[src/rtl/wb_pkg.sv]
// Shared types and helpers for the EXE->WB collector.
package wb_pkg;

    localparam int ARB_FIXED = 0;
    localparam int ARB_RR    = 1;

    localparam int WB_RW = 4;
    localparam int WB_DW = 32;

    typedef struct packed {
        logic [WB_RW-1:0] rd;
        logic [WB_DW-1:0] data;
    } wb_entry_t;

    // Ceiling log2, never below 1 so single-channel builds keep a 1-bit index.
    function automatic int clog2(input int v);
        int r;
        r = 0;
        for (int i = 0; i < 31; i++) begin
            if ((1 << r) < v) r++;
        end
        return (r < 1) ? 1 : r;
    endfunction

endpackage

[src/rtl/wb_chan_fifo.sv]
// Per-channel FIFO with wrap-bit pointers; head is the oldest entry.
module wb_chan_fifo
    import wb_pkg::*;
#(
    parameter int  DEPTH   = 2,
    parameter type entry_t = wb_entry_t
) (
    input  logic   clk,
    input  logic   rst,
    input  logic   push,
    input  logic   pop,
    input  entry_t din,
    output logic   full,
    output logic   empty,
    output entry_t head
);

    localparam int AW = clog2(DEPTH);

    logic [AW:0] wr_ptr_q, wr_ptr_d;
    logic [AW:0] rd_ptr_q, rd_ptr_d;
    entry_t      mem_q [DEPTH];
    entry_t      mem_d [DEPTH];
    logic        do_push, do_pop;

    always_comb begin
        full     = (wr_ptr_q[AW] != rd_ptr_q[AW]) &&
                   (wr_ptr_q[AW-1:0] == rd_ptr_q[AW-1:0]);
        empty    = (wr_ptr_q == rd_ptr_q);
        do_push  = push & ~full;
        do_pop   = pop & ~empty;
        head     = mem_q[rd_ptr_q[AW-1:0]];
        mem_d    = mem_q;
        wr_ptr_d = wr_ptr_q + {{AW{1'b0}}, do_push};
        rd_ptr_d = rd_ptr_q + {{AW{1'b0}}, do_pop};
        if (do_push) mem_d[wr_ptr_q[AW-1:0]] = din;
    end

    always_ff @(posedge clk) begin
        if (rst) begin
            wr_ptr_q <= '0;
            rd_ptr_q <= '0;
        end else begin
            wr_ptr_q <= wr_ptr_d;
            rd_ptr_q <= rd_ptr_d;
        end
    end

    always_ff @(posedge clk) begin
        mem_q <= mem_d;
    end

endmodule

[src/rtl/wb_arbiter_queue.sv]
// EXE->WB collector: NCH channel FIFOs, one arbiter, registered WB port.
// Optional WB_PERF_EN adds saturating writeback and per-channel stall counters.
module wb_arbiter_queue
    import wb_pkg::*;
#(
    parameter int NCH      = 4,
    parameter int DEPTH    = 2,
    parameter int DW       = 32,
    parameter int RW       = 4,
    parameter int ARB_MODE = ARB_FIXED,
    parameter int DROP_RD0 = 0
) (
    input  logic                   clk,
    input  logic                   rst,
    input  logic [NCH-1:0]         in_valid,
    output logic [NCH-1:0]         in_ready,
    input  logic [NCH*RW-1:0]      in_rd,
    input  logic [NCH*DW-1:0]      in_data,
    output logic                   wb_valid,
    input  logic                   wb_ready,
    output logic [RW-1:0]          wb_rd,
    output logic [DW-1:0]          wb_result,
`ifdef WB_PERF_EN
    output logic [31:0]            perf_wb_cnt,
    output logic [NCH*32-1:0]      perf_stall_cnt,
`endif
    output logic [clog2(NCH)-1:0]  wb_src
);

    localparam int SW = clog2(NCH);

    typedef struct packed {
        logic [RW-1:0] rd;
        logic [DW-1:0] data;
    } entry_t;

    entry_t [NCH-1:0] fifo_din;
    entry_t [NCH-1:0] fifo_head;
    logic   [NCH-1:0] full, empty, push, pop;

    assign in_ready = ~full & {NCH{~rst}};

    for (genvar c = 0; c < NCH; c++) begin : g_ch
        assign fifo_din[c] = '{rd: in_rd[c*RW +: RW], data: in_data[c*DW +: DW]};
        // Dropped rd==0 writes still complete the handshake.
        assign push[c] = in_valid[c] & in_ready[c] &
                         ~((DROP_RD0 != 0) && (in_rd[c*RW +: RW] == '0));

        wb_chan_fifo #(
            .DEPTH   (DEPTH),
            .entry_t (entry_t)
        ) u_fifo (
            .clk   (clk),
            .rst   (rst),
            .push  (push[c]),
            .pop   (pop[c]),
            .din   (fifo_din[c]),
            .full  (full[c]),
            .empty (empty[c]),
            .head  (fifo_head[c])
        );
    end

    logic          wb_valid_q, wb_valid_d;
    logic [RW-1:0] wb_rd_q, wb_rd_d;
    logic [DW-1:0] wb_result_q, wb_result_d;
    logic [SW-1:0] wb_src_q, wb_src_d;
    logic [SW-1:0] rr_ptr_q, rr_ptr_d;
    logic [SW-1:0] grant;
    logic          any, load;
    int            idx;

    // Scan from the highest offset down so the first eligible channel wins.
    always_comb begin
        grant = '0;
        any   = 1'b0;
        idx   = 0;
        for (int k = NCH - 1; k >= 0; k--) begin
            idx = (ARB_MODE == ARB_RR) ? (int'(rr_ptr_q) + k) % NCH : k;
            if (!empty[idx]) begin
                any   = 1'b1;
                grant = SW'(idx);
            end
        end
    end

    always_comb begin
        load        = (~wb_valid_q | wb_ready) & any;
        pop         = '0;
        wb_valid_d  = wb_valid_q;
        wb_rd_d     = wb_rd_q;
        wb_result_d = wb_result_q;
        wb_src_d    = wb_src_q;
        rr_ptr_d    = rr_ptr_q;
        if (load) begin
            pop[grant]  = 1'b1;
            wb_valid_d  = 1'b1;
            wb_rd_d     = fifo_head[grant].rd;
            wb_result_d = fifo_head[grant].data;
            wb_src_d    = grant;
            if (ARB_MODE == ARB_RR) rr_ptr_d = SW'((int'(grant) + 1) % NCH);
        end else if (wb_ready) begin
            wb_valid_d = 1'b0;
        end
    end

    always_ff @(posedge clk) begin
        if (rst) begin
            wb_valid_q  <= 1'b0;
            wb_rd_q     <= '0;
            wb_result_q <= '0;
            wb_src_q    <= '0;
            rr_ptr_q    <= '0;
        end else begin
            wb_valid_q  <= wb_valid_d;
            wb_rd_q     <= wb_rd_d;
            wb_result_q <= wb_result_d;
            wb_src_q    <= wb_src_d;
            rr_ptr_q    <= rr_ptr_d;
        end
    end

    assign wb_valid  = wb_valid_q;
    assign wb_rd     = wb_rd_q;
    assign wb_result = wb_result_q;
    assign wb_src    = wb_src_q;

`ifdef WB_PERF_EN
    logic [31:0]       perf_wb_q, perf_wb_d;
    logic [NCH*32-1:0] perf_stall_q, perf_stall_d;

    always_comb begin
        perf_wb_d    = perf_wb_q;
        perf_stall_d = perf_stall_q;
        if (wb_valid_q && wb_ready && !(&perf_wb_q)) perf_wb_d = perf_wb_q + 32'd1;
        for (int c = 0; c < NCH; c++) begin
            if (in_valid[c] && !in_ready[c] && !(&perf_stall_q[c*32 +: 32]))
                perf_stall_d[c*32 +: 32] = perf_stall_q[c*32 +: 32] + 32'd1;
        end
    end

    always_ff @(posedge clk) begin
        if (rst) begin
            perf_wb_q    <= '0;
            perf_stall_q <= '0;
        end else begin
            perf_wb_q    <= perf_wb_d;
            perf_stall_q <= perf_stall_d;
        end
    end

    assign perf_wb_cnt    = perf_wb_q;
    assign perf_stall_cnt = perf_stall_q;
`endif

endmodule

[config.mk]
export PLATFORM = sky130hd
export DESIGN_NAME = wb_arbiter_queue
export DESIGN_NICKNAME = d
export VERILOG_FILES = /design/src/rtl/wb_pkg.sv /design/src/rtl/wb_chan_fifo.sv /design/src/rtl/wb_arbiter_queue.sv
export SDC_FILE = /design/constraint.sdc
export NUM_CORES = 1
export LEC_CHECK = 0
export ABC_AREA = 1
export BUFFER_PORTS_ARGS = -buffer_cell sky130_fd_sc_hd__buf_2
export CELL_PAD_IN_SITES_DETAIL_PLACEMENT = 1
export CELL_PAD_IN_SITES_GLOBAL_PLACEMENT = 2
export CORE_UTILIZATION = 42
export DETAILED_ROUTE_END_ITERATION = 7
export PLACE_DENSITY = 0.9
export SLEW_MARGIN = 15
export SYNTH_ARGS = -nofsm -noshare
export SYNTH_HDL_FRONTEND = slang
export SYNTH_SLANG_ARGS = --single-unit
[constraint.sdc]
create_clock -name clk -period 4.75 [get_ports clk]
set_input_delay 0.7125 -clock clk [delete_from_list [all_inputs] [get_ports clk]]
set_output_delay 0.7125 -clock clk [all_outputs]
set_load 0.02 [all_outputs]
* Yosys cells after proc, flatten, opt, wreduce, memory -nomap -nowiden
Index checks and enable logic that the tools add are counted.
** Operators by class
- Add/sub/neg operators :: 8
- Order comparisons :: 14
- Equal/unequal tests :: 12
- Multiplexer cells :: 39
- Bitwise gates (word level) :: 34
- Reduce and logical (&&, ||, !) cells :: 10
** Operators with widths (number)
- $mux W36 :: 17
- $bwmux W72 :: 4
- $demux W36 S1 :: 4
- $bmux W36 S2 :: 1
- $add A2 B1 Y2 :: 8
- $ge A2 B2 Y1 const B :: 8
- $not A1 Y2 :: 8
- $and A1 B1 Y1 :: 13
- $not A1 Y1 :: 10
- $logic_and A1 B1 Y1 :: 9
- $eq A2 B2 Y1 :: 4
- $lt A2 B1 Y1 const B :: 4
- $mux W2 :: 4
- $mux W1 :: 7
- $and A4 B4 Y4 :: 1
- $eq A1 B1 Y1 :: 4
- $mux W4 :: 1
- $ne A1 B1 Y1 :: 4
- $not A4 Y4 :: 1
- $lt A2 B3 Y1 const B :: 1
- $demux W1 S2 :: 1
- $ge A2 B1 Y1 const B :: 1
- $reduce_bool A2 Y1 :: 1
- $or A1 B1 Y1 :: 1
** Storage, ports and cells
- Bits in registers :: 343
- Bits of input ports :: 151
- Output and inout bits :: 43
- Logic and storage cells :: 145

* Logic depth before layout (Yosys ltp)
Gate-level depths: netlist (run 1).
- Word-level depth :: 12
- Depth in mapped cells :: 15
- Depth with buffers taken out :: 13

* Hierarchy
Synthesis (run 1) repeated with hierarchy kept, for this count alone.
** Second synthesis, totals
- Cell total of the unflattened synthesis :: 1540
- Area, all modules :: 14874.3 um^2
** By module, submodules not included
- wb_chan_fifo :: times used 4, cells each 221, area each 2866.5 um^2, seq. area each 2242.2 um^2
- wb_arbiter_queue :: times used 1, cells each 656, area each 3408.3 um^2, seq. area each 780.7 um^2

* Worst setup path after synthesis (run 1)
OpenSTA, ideal clock, no wires.
- Path kind :: input to register
- Start :: in rst
- End :: reg g_ch[2].u_fifo.mem_q[0] in the netlist's numbering, enable pin
- Setup time :: 398 ps
- Arrival time :: 2637 ps
- Required time :: 4352 ps
- Setup slack :: 1715 ps
- Stages on the path :: 5
- Buffers on the path :: 2
- Cell sequence :: clkbuf_1 -> clkbuf_1 -> a31oi_1 -> and2_1 -> ha_1
** Between the ends
- Cells in the longest elaborated chain, start to end :: 4
** Ends and longest elaborated chain
- from (decl) :: RTL line wb_arbiter_queue.sv:14 : input logic rst,
- $not A1 Y1 :: RTL line wb_arbiter_queue.sv:41 : assign in_ready = ~full & {NCH{~rst}};
- $and A4 B4 Y4 :: RTL line wb_arbiter_queue.sv:41
- via in_ready[2] :: RTL line wb_arbiter_queue.sv:16 : output logic [NCH-1:0] in_ready,
- $and A1 B1 Y1 :: RTL line wb_arbiter_queue.sv:46 : assign push[c] = in_valid[c] & in_ready[c] &
- $and A1 B1 Y1 :: RTL line wb_chan_fifo.sv:30 : do_push = push & ~full;
- to (signal assigned) :: RTL line wb_chan_fifo.sv:50 : mem_q <= mem_d;
- to (decl) :: RTL line wb_chan_fifo.sv:22 : entry_t mem_q [DEPTH];
The timed path passes the listed nets, and every way through them passes these cells.
A chain may end at the register's enable or synchronous reset.

* Worst setup path after layout (run 1)
- Start :: reg g_ch[1].u_fifo.rd_ptr_q[0]
- End :: reg g_ch[1].u_fifo.rd_ptr_q[0]
** Between the ends
- Cells in the longest elaborated chain, start to end :: 10
- Elaborated cells between the ends (all ways) :: 15
- Classes of those cells :: add/sub: 1; order compare: 2; eq/ne: 1; mux: 7; bitwise: 3; reduce/logical: 1
** Ends and longest elaborated chain
- from (decl) :: RTL line wb_chan_fifo.sv:21 : logic [AW:0] rd_ptr_q, rd_ptr_d;
- from (signal assigned) :: RTL line wb_chan_fifo.sv:45 : rd_ptr_q <= rd_ptr_d;
- $eq A2 B2 Y1 :: RTL line wb_chan_fifo.sv:29 : empty = (wr_ptr_q == rd_ptr_q);
- $mux W2 (2 in series) :: RTL line wb_arbiter_queue.sv:80 : if (!empty[idx]) begin
- $lt A2 B3 Y1 (not written as such) or $ge A2 B1 Y1 (tied branches) :: RTL line wb_arbiter_queue.sv:96 : pop[grant] = 1'b1;
- $logic_and A1 B1 Y1 (not written as such) :: RTL line wb_arbiter_queue.sv:96
- $mux W1 (not written as such) :: RTL line wb_arbiter_queue.sv:96
- $demux W1 S2 :: RTL line wb_arbiter_queue.sv:96
- $mux W4 :: RTL line wb_arbiter_queue.sv:95 : if (load) begin
- $and A1 B1 Y1 :: RTL line wb_chan_fifo.sv:31 : do_pop = pop & ~empty;
- $add A2 B1 Y2 * :: RTL line wb_chan_fifo.sv:35 : rd_ptr_d = rd_ptr_q + {{AW{1'b0}}, do_pop};
- via g_ch[1].u_fifo.rd_ptr_d[0] :: RTL line wb_chan_fifo.sv:21
The timed path passes the listed nets; every way through them passes the cells marked *.

==> results.sh, run 1 <==
export IMPL_clock_path_buffers=3
export IMPL_p_leak_nw=6.27
export IMPL_synth_top_area_frac=0.619
export IMPL_clock_root_buffer="clkbuf_16"
export IMPL_cts_setup_buffers=0
export IMPL_critPathArrivalTime_ns=3.98
export IMPL_setup_slack_ns=1.13
export IMPL_synth_area_um2=14000
export IMPL_critPathLaunchType="register"
export IMPL_clk_latency_ns=0.52
export IMPL_n_fill_cell=3329
export IMPL_cap_violations=0
export IMPL_status="complete, no violations"
export IMPL_grt_max_degree=75
export IMPL_drive_above_1_share=0.221
export IMPL_ant_nets=0
export IMPL_ir_worst_vdd_uv=378
export IMPL_synthFlopType="edfxtp_1"
export IMPL_synthAdderAreaFrac=0.0107
export IMPL_first_global_vias=9422
export IMPL_io_buffers=193
export IMPL_synth_edff_count=288
export IMPL_die_x_um=184
export IMPL_wl_per_cell_um=21.9
export IMPL_synth_compound_area_frac=0.0166
export IMPL_period_share=0.761
export IMPL_crit_type="register to register"
export IMPL_muxShareOfSynthArea=0.103
export IMPL_finalNonFillerCells=1702
export IMPL_critical_path_max_fanout=74
export IMPL_p_per_area_nw_per_um2=570
export IMPL_setup_viol=0
export IMPL_coreArea_um2=32600
export IMPL_drt_iter0_drc=582
export IMPL_die_area_um2=34000
export IMPL_grt_overflow_total=0
export IMPL_ys_ff_latch=343
export IMPL_period_minus_slack_ns=3.62
export IMPL_yosysSeqAreaShare=0.697
export IMPL_synth_cells=1052
export IMPL_grt_usage=0.222
export IMPL_synth_nets=1215
export IMPL_synth_xor_area_frac=0.00993
export IMPL_hold_path_class="input port to register"
export IMPL_clkSlewWorstSetupHoldPaths_ns=0.06
export IMPL_nNetsFinal=1394
export IMPL_yosysMostFrequentCell="edfxtp_1"
export IMPL_maxSlewViolCount=0
export IMPL_placedCellCount=1633
export IMPL_synth_top_cells_by_area="edfxtp_1, mux2i_1, dfxtp_1"
export IMPL_timing_final_hold_violations=0
export IMPL_post_cts_resize_count=0
export IMPL_h_tree_depth=2
export IMPL_slew_headroom=0.217
export IMPL_remaining_drc_errors=0
export IMPL_place_area_um2=15200
export IMPL_max_slew_worst_pin_slew_ns=1.17
export IMPL_hold_buffers=0
export IMPL_synth_warnings=0
export IMPL_drtPass1Iterations=5
export IMPL_fin_skew_ns=0.0181
export IMPL_use_met1=0.282
export IMPL_start_util=0.429
export IMPL_grt_antenna_before_repair=1
export IMPL_required_ns=5.12
export IMPL_p_total_mw=9.40
export IMPL_grt_busiest_layer="met2"
export IMPL_routabilityCongestion=0.770
export IMPL_grt_pass1_wl_mm=55.4
export IMPL_syn_to_final_growth_pct=18.0
export IMPL_cts_sinks=343
export IMPL_yosys_cell_types_count=28
export IMPL_place_ws_ns=1.11
export IMPL_tritoncts="built"
export IMPL_fp_dieH_um=184
export IMPL_num_vias=8893
export IMPL_tns_ns=0
export IMPL_vias_per_cell=5.23
export IMPL_hpwl_mm=23.3
export IMPL_synth_top_family_by_area="simple AND/OR/NAND/NOR gates"
export IMPL_row_count=66
export IMPL_design_area_um2=16500
export IMPL_tritoncts_num_buffers=38
export IMPL_grt_met3_usage=0.0308
export IMPL_synth_top_cell_by_area="edfxtp_1"
export IMPL_synth_common_cells="edfxtp_1, nand3_1, mux2i_1"
export IMPL_rsz0062_at_grt="no"
export IMPL_async_flop_share=0
export IMPL_max_freq_mhz=276
export IMPL_drt_total_wl_mm=37.3
export IMPL_avgSynthCellArea_um2=13.3
export IMPL_gr_usage_met2=0.387
export IMPL_pin_count=194
export IMPL_cp_end_kind="register"
export IMPL_yosys_area_share_simple=0.111
==> worst paths after layout <==
path	from	to	slack (ns)	cells past startpoint
setup / recovery	g_ch[1].u_fifo.rd_ptr_q[0]	g_ch[1].u_fifo.rd_ptr_q[0]	1.13	10
hold / removal	in_data[77]	g_ch[2].u_fifo.mem_q[13]	0.38	1
setup reg to reg	g_ch[1].u_fifo.rd_ptr_q[0]	g_ch[1].u_fifo.rd_ptr_q[0]	1.13	10
hold reg to reg	wb_src[1]	wb_src[1]	0.47	2
==> cells by family (layout without fill, tap and decap cells) <==
family,after synthesis,after routing
compound gates,44,44
xor+xnor,12,12
fa+ha+maj,12,12
buf+inv,157,364
flops,343,343
mux,144,144
other cells,0,1
simple gates,340,340
==> layer usage <==
layer  part of all wire  wire length (µm)  vias to the layer above
li1                   -                 -                     4080
met1               0.41             15400                     4446
met2               0.50             18500                      298
met3              0.060              2240                       69
met4              0.032              1190                        0
met5                  0                 0                        -
==> worst max-delay path, stage by stage, from the launching register on <==
cell	delay, ns
dfxtp_4	0.85
xor2_4	0.27
nor2_8	0.08
nand2_4	0.66
nand2_4	0.75
inv_2	0.27
nand3_1	0.10
inv_1	0.10
ha_1	0.22
inv_1	0.05
nor2_1	0.03
==> final cells by class <==
class / instances / area (µm²) / share of cell area
timing repair buffer: 200 / 1020 / 0.0618
antenna: 1 / 2.50 / 0.000152
clock inverter: 16 / 184 / 0.0112
inverter: 96 / 362 / 0.0219
sequential: 343 / 9760 / 0.592
multi-input combinational: 552 / 3570 / 0.217
tap: 442 / 553 / 0.0335
clock buffer: 52 / 1040 / 0.0633
==> through the flow <==
step	hold slack (ns)	utilization
3_5_place_dp	0.467	0.467
6_report	0.378	0.506
5_1_grt	0.362	0.506
2_1_floorplan	0.496	-
4_1_cts	0.357	0.505
3_3_place_gp	0.465	0.467
==> sequential cells by signal (all words and copies together), names as in the netlist <==
signal	flops
g_ch.u_fifo.wr_ptr_q	8
g_ch.u_fifo.rd_ptr_q	8
g_ch.u_fifo.mem_q	288
wb_result	32
wb_valid	1
wb_src	2
wb_rd	4
==> layout by cell type (no fill, tap or decap) <==
master and instances:
nand3_2 1, ha_2 6, clkinv_1 4, nor2_4 1, inv_6 1, a31oi_1 2, buf_4 7, nand2_4 2
nor2_8 1, inv_2 2, o21bai_1 1, xnor2_2 1, clkinv_2 6, nand2_2 1, a21oi_1 40, mux2i_1 144
dfxtp_1 51, xor2_4 1, buf_2 193, clkbuf_16 39, xnor2_1 9, bufinv_16 4, ha_4 2, nand2_1 128
clkinvlp_4 2, nor2_1 19, inv_1 93, dfxtp_2 3, clkbuf_1 11, and2_1 4, nor3_1 1, dfxtp_4 1
diode_2 1, nand3_1 182, o21bai_4 1, ha_1 4, clkbuf_8 2, edfxtp_1 288, xor2_2 1
==> where the power goes <==
part | internal, mW | switching (mW) | total, mW | leakage, nW
clock | 1.76 | 1.16 | 2.91 | 0.595
sequential | 3.56 | 0.181 | 3.74 | 3.10
combinational | 0.828 | 1.92 | 2.75 | 2.57
No activity file was read; power rests on OpenSTA's default activity.
==> inputs of run 2 (changes only) <==
Settings changed: ABC_AREA 1 to 0, CORE_UTILIZATION 42 to 37, PLACE_DENSITY 0.9 to 0.81.
Clock period 4.75 ns to 3.28 ns, I/O delays scaled along.
==> results.sh, run 2 <==
export IMPL_clkSlewWorstSetupHoldPaths_ns=0.06
export IMPL_p_leak_nw=5.65
export IMPL_grt_usage=0.194
export IMPL_min_path_cells=1
export IMPL_top_register="g_ch.u_fifo.mem_q"
export IMPL_yosysMostFrequentCell="edfxtp_1"
export IMPL_die_area_um2=36900
export IMPL_synth_area_um2=13400
export IMPL_async_flop_share=0
export IMPL_placedCellCount=1456
export IMPL_synthFlopType="edfxtp_1"
export IMPL_coreArea_um2=35600
export IMPL_syn_to_final_growth_pct=20.9
export IMPL_ys_ff_latch=343
export IMPL_whs_endpoint="g_ch[3].u_fifo.mem_q[4]"
export IMPL_synth_cells=829
export IMPL_vias_per_cell=5.25
export IMPL_synth_common_cells="edfxtp_1, mux2i_1, dfxtp_1"
export IMPL_drtPass1Iterations=5
export IMPL_place_ws_ns=0.777
export IMPL_tritoncts_num_buffers=38
export IMPL_cap_violations=0
export IMPL_clock_root_buffer="clkbuf_16"
export IMPL_pin_count=194
export IMPL_drive_above_1_share=0.314
export IMPL_remaining_drc_errors=0
export IMPL_cp_end_kind="register"
export IMPL_start_util=0.376
export IMPL_tritoncts="built"
export IMPL_clock_path_buffers=3
export IMPL_n_fill_cell=3576
export IMPL_p_total_mw=13.7
export IMPL_period_minus_slack_ns=2.52
export IMPL_critPathArrivalTime_ns=2.96
export IMPL_finalNonFillerCells=1526
export IMPL_tns_ns=0
export IMPL_status="complete, no violations"
export IMPL_synth_top_cells_by_area="edfxtp_1, dfxtp_1, mux2i_1"
export IMPL_synth_top_cell_by_area="edfxtp_1"
export IMPL_cts_sinks=343
export IMPL_setup_viol=0
export IMPL_first_global_vias=8514
export IMPL_avgSynthCellArea_um2=16.1
export IMPL_cts_setup_buffers=0
export IMPL_routabilityCongestion=0.817
export IMPL_yosysSeqAreaShare=0.728
export IMPL_period_share=0.770
export IMPL_hold_path_class="input port to register"
export IMPL_ant_nets=0
export IMPL_critical_path_max_fanout=38
export IMPL_synth_nets=992
export IMPL_slew_headroom=0.344
export IMPL_critPathLaunchType="register"
export IMPL_layout_commonest_cell="edfxtp_1"
export IMPL_layout_common_cells="edfxtp_1, buf_2, mux2i_1, dfxtp_1, nor2_1"
export IMPL_hold_buffers=0
export IMPL_io_buffers=193
export IMPL_grt_antenna_before_repair=1
export IMPL_maxSlewViolCount=0
export IMPL_p_per_area_nw_per_um2=846
export IMPL_max_freq_mhz=396
export IMPL_row_count=69
export IMPL_grt_max_degree=39
export IMPL_fin_skew_ns=0.0121
export IMPL_hpwl_mm=25.0
export IMPL_setup_slack_ns=0.756
export IMPL_yosys_cell_types_count=46
export IMPL_largest_reg_flops=288
export IMPL_fp_dieH_um=192
export IMPL_max_slew_worst_pin_slew_ns=0.984
export IMPL_drt_total_wl_mm=35.4
export IMPL_synth_top_area_frac=0.646
export IMPL_hp_start="in_data[100]"
export IMPL_die_x_um=192
export IMPL_rr_endpoint="wb_result[3]"
export IMPL_rsz0062_at_grt="no"
export IMPL_drt_iter0_drc=406
export IMPL_grt_overflow_total=0
export IMPL_post_cts_resize_count=0
export IMPL_synth_warnings=0
export IMPL_h_tree_depth=2
export IMPL_wl_per_cell_um=23.2
export IMPL_required_ns=3.71
export IMPL_clk_latency_ns=0.53
export IMPL_timing_final_hold_violations=0
export IMPL_r2r_cells=6
export IMPL_num_antenna_cells=0
export IMPL_r2r_start="g_ch[3].u_fifo.rd_ptr_q[0]"
export IMPL_ir_worst_vdd_uv=604
export IMPL_grt_pass1_wl_mm=51.8
export IMPL_num_vias=8012
export IMPL_crit_type="register to register"
export IMPL_nNetsFinal=1198
export IMPL_synth_edff_count=288
export IMPL_r2r_setup_slack_ns=0.76
## run 2: critical path: stages, from the launching register on
cell	delay (ns)
dfxtp_2	0.33
buf_4	0.50
xnor2_1	0.24
nand4_1	0.20
a21oi_2	0.62
o21ai_0	0.24
a211oi_1	0.29
## run 2: logic make-up (layout without fill, tap and decap cells)
kind of cell,after synthesis,after routing,share of synthesized area
compound gates,157,157,0.0791
xor+xnor,19,19,0.0136
fa+ha+maj,12,12,0.0112
buf+inv,53,289,0.0201
flops,343,343,0.728
mux,144,144,0.111
simple gates,101,101,0.0361
## run 2: layer usage
layer | up-vias | GRT usage | part of all wire
met5 | - | 0 | 0.00037
met4 | 2 | 0.0527 | 0.020
met3 | 50 | 0.0387 | 0.069
met2 | 289 | 0.330 | 0.49
met1 | 4017 | 0.249 | 0.42
li1 | 3654 | - | -
## run 2: layout make-up
type / count / area (µm²) / area share
repair buffers: 214 / 1170 / 0.0725
clock buffers: 52 / 1120 / 0.0691
well taps: 461 / 577 / 0.0356
flip-flops and latches: 343 / 9750 / 0.603
inverters: 5 / 18.8 / 0.00116
clock inverters: 18 / 143 / 0.00881
multi-input cells: 433 / 3400 / 0.210
## run 2: how the worst max path moves through the flow
stage	slack [ns]	endpoint	start
2_1_floorplan	0.47	g_ch[2].u_fifo.mem_q[0]	rst
5_1_grt	0.57	wb_rd[0]	g_ch[3].u_fifo.rd_ptr_q[0]
3_5_place_dp	0.78	g_ch[3].u_fifo.wr_ptr_q[1]	g_ch[3].u_fifo.rd_ptr_q[0]
4_1_cts	0.75	wb_result[3]	g_ch[3].u_fifo.rd_ptr_q[0]
6_report	0.76	wb_result[3]	g_ch[3].u_fifo.rd_ptr_q[0]
3_3_place_gp	0.88	g_ch[3].u_fifo.wr_ptr_q[1]	g_ch[3].u_fifo.rd_ptr_q[0]
## run 2: through the flow
stage	area, µm²	utilization	hold WS, ns
6_report	16200	0.455	0.149
4_1_cts	16200	0.455	0.123
3_3_place_gp	14900	0.419	0.446
2_1_floorplan	13400	-	0.495
3_5_place_dp	14900	0.419	0.451
5_1_grt	16200	0.455	0.126
## run 2: report_power, final
part	internal (mW)	switching (mW)	leakage, nW	total, mW
Combinational	1.44	2.63	1.94	4.07
Clock	2.55	1.70	0.611	4.25
Sequential	5.16	0.209	3.10	5.37
Total	9.15	4.54	5.65	13.7
==> inputs of run 3 (changes only) <==
Settings changed: CORE_UTILIZATION 37 to 41, PLACE_DENSITY 0.81 to 0.85.
Clock period 3.28 ns to 2.5 ns, I/O delays scaled along.
==> results.sh, run 3 (same netlist as run 2, synthesis figures left out) <==
export IMPL_fin_skew_ns=0.0131
export IMPL_intPower_mw=11.7
export IMPL_io_buffers=193
export IMPL_syn_to_final_growth_pct=20.4
export IMPL_slew_headroom=0.334
export IMPL_maxSlewViolCount=0
export IMPL_fp_dieH_um=183
export IMPL_hp_start="in_data[66]"
export IMPL_layout_common_cells="edfxtp_1, buf_2, mux2i_1, dfxtp_1, nor2_1"
export IMPL_rsz0062_at_grt="no"
export IMPL_slowest_stage="ha_2"
export IMPL_cpLargestDelayFamily="adder cells"
export IMPL_drive_above_1_share=0.311
export IMPL_p_leak_nw=5.63
export IMPL_max_slew_worst_pin_slew_ns=0.998
export IMPL_status="complete, no violations"
export IMPL_setup_viol=0
export IMPL_p_sw_frac=0.336
export IMPL_largest_reg_flops=288
export IMPL_cpPeakStageDelay_ns=0.86
export IMPL_critical_path_buf_inv_count=0
export IMPL_hold_buffers=0
export IMPL_wl_per_cell_um=23.9
export IMPL_routabilityCongestion=0.805
export IMPL_grt_antenna_before_repair=1
export IMPL_drt_iter0_drc=663
export IMPL_crit_start="g_ch[0].u_fifo.wr_ptr_q[1]"
export IMPL_first_global_vias=8736
export IMPL_crit_type="register to register"
export IMPL_num_vias=8100
export IMPL_pwr_share_clk=0.289
export IMPL_r2r_setup_slack_ns=0.27
export IMPL_clkSlewWorstSetupHoldPaths_ns=0.06
export IMPL_vias_per_cell=5.38
export IMPL_grt_overflow_total=0
export IMPL_pin_count=194
export IMPL_period_minus_slack_ns=2.23
export IMPL_placedCellCount=1440
export IMPL_critPathLaunchType="register"
export IMPL_critPathArrivalTime_ns=2.35
export IMPL_timing_final_hold_violations=0
export IMPL_h_tree_depth=2
export IMPL_period_share=0.891
export IMPL_grt_usage=0.217
export IMPL_r2r_start="g_ch[0].u_fifo.wr_ptr_q[1]"
export IMPL_ir_worst_vdd_uv=680
export IMPL_required_ns=2.62
export IMPL_cts_setup_buffers=0
export IMPL_seqPwrFrac=0.402
export IMPL_p_per_area_nw_per_um2=1100
export IMPL_remaining_drc_errors=0
export IMPL_cp_end_kind="register"
export IMPL_multi_input_area_um2=3390
export IMPL_tns_ns=0
export IMPL_path_cells="xor2_1, a21oi_1, and2_1, ha_2"
export IMPL_drt_total_wl_mm=35.9
export IMPL_power_switching_mw=5.93
export IMPL_rr_endpoint="g_ch[0].u_fifo.mem_q[54]"
export IMPL_ant_nets=0
export IMPL_regArea_um2=9750
export IMPL_top_register="g_ch.u_fifo.mem_q"
export IMPL_power_frac_comb=0.309
export IMPL_cts_sinks=343
export IMPL_clk_latency_ns=0.51
export IMPL_hpwl_mm=25.2
export IMPL_cp_endpoint="g_ch[0].u_fifo.mem_q[54]"
export IMPL_cap_violations=0
export IMPL_post_cts_resize_count=0
export IMPL_hold_path_class="input port to register"
export IMPL_die_area_um2=33400
export IMPL_clock_path_buffers=3
export IMPL_grt_pass1_wl_mm=52.9
export IMPL_die_x_um=183
export IMPL_p_total_mw=17.6
export IMPL_clock_root_buffer="clkbuf_16"
export IMPL_tritoncts="built"
export IMPL_finalNonFillerCells=1506
export IMPL_r2r_cells=4
export IMPL_tritoncts_num_buffers=37
export IMPL_max_freq_mhz=449
export IMPL_start_util=0.421
export IMPL_drtPass1Iterations=5
export IMPL_critical_path_max_fanout=36
export IMPL_n_fill_cell=3119
export IMPL_coreArea_um2=31800
export IMPL_layout_commonest_cell="edfxtp_1"
export IMPL_nNetsFinal=1207
export IMPL_grt_max_degree=38
export IMPL_cp_depth=4
export IMPL_row_count=65
run 3: changes by cell type in the layout (fill, tap and decap cells not counted), sizes merged:
cell,change
buf,+10
bufinv,-1
clkbuf,+5
clkinv,-5
clkinvlp,-3
diode,+1
inv,-1
run 3: worst min-delay path by stage:
stage                                     to  cells after the start  slack, ns
detailed placement                  wb_rd[3]                      1       0.48
finish               g_ch[2].u_fifo.mem_q[2]                      1       0.06
global placement                    wb_rd[1]                      1       0.48
floorplan            g_ch[0].u_fifo.mem_q[0]                      0       0.47
CTS                 g_ch[3].u_fifo.mem_q[65]                      1       0.04
global route        g_ch[3].u_fifo.mem_q[45]                      1       0.04
run 3: per-stage QoR:
stage	utilization	worst slack, ns	area [µm²]	hold WS (ns)
after floorplan	-	0.116	13400	0.474
after global placement	0.472	0.341	15000	0.484
after detailed placement	0.472	0.270	15000	0.479
after CTS	0.506	0.252	16100	0.0377
after global routing	0.506	0.0971	16100	0.0375
final	0.507	0.273	16100	0.0554
run 3: final cells by class:
type                    instances  share of cell area
repair buffers                224              0.0799
multi-input cells             433               0.211
clock buffers                  57              0.0652
inverters                       5             0.00117
diodes                          1            0.000155
flip-flops and latches        343               0.606
clock inverters                 8             0.00365
well taps                     435              0.0338
run 3: per-layer routing:
layer  routed length [µm]  global-route usage  vias to the layer above
met1                14700               0.275                     4091
met2                18200               0.382                      293
met5                   11                   0                        -
li1                     -                   -                     3661
met3                 2130              0.0355                       53
met4                  861              0.0625                        2
run 3: power by group through the flow:
stage | Combinational, mW | Sequential [mW] | Clock, mW
finish | 5.46 | 7.10 | 5.10
floorplan | 3.43 | 7.34 | 0
global placement | 5.33 | 7.17 | 0
CTS | 5.51 | 7.09 | 5.19
detailed placement | 5.45 | 7.20 | 0
global route | 5.90 | 7.13 | 5.42
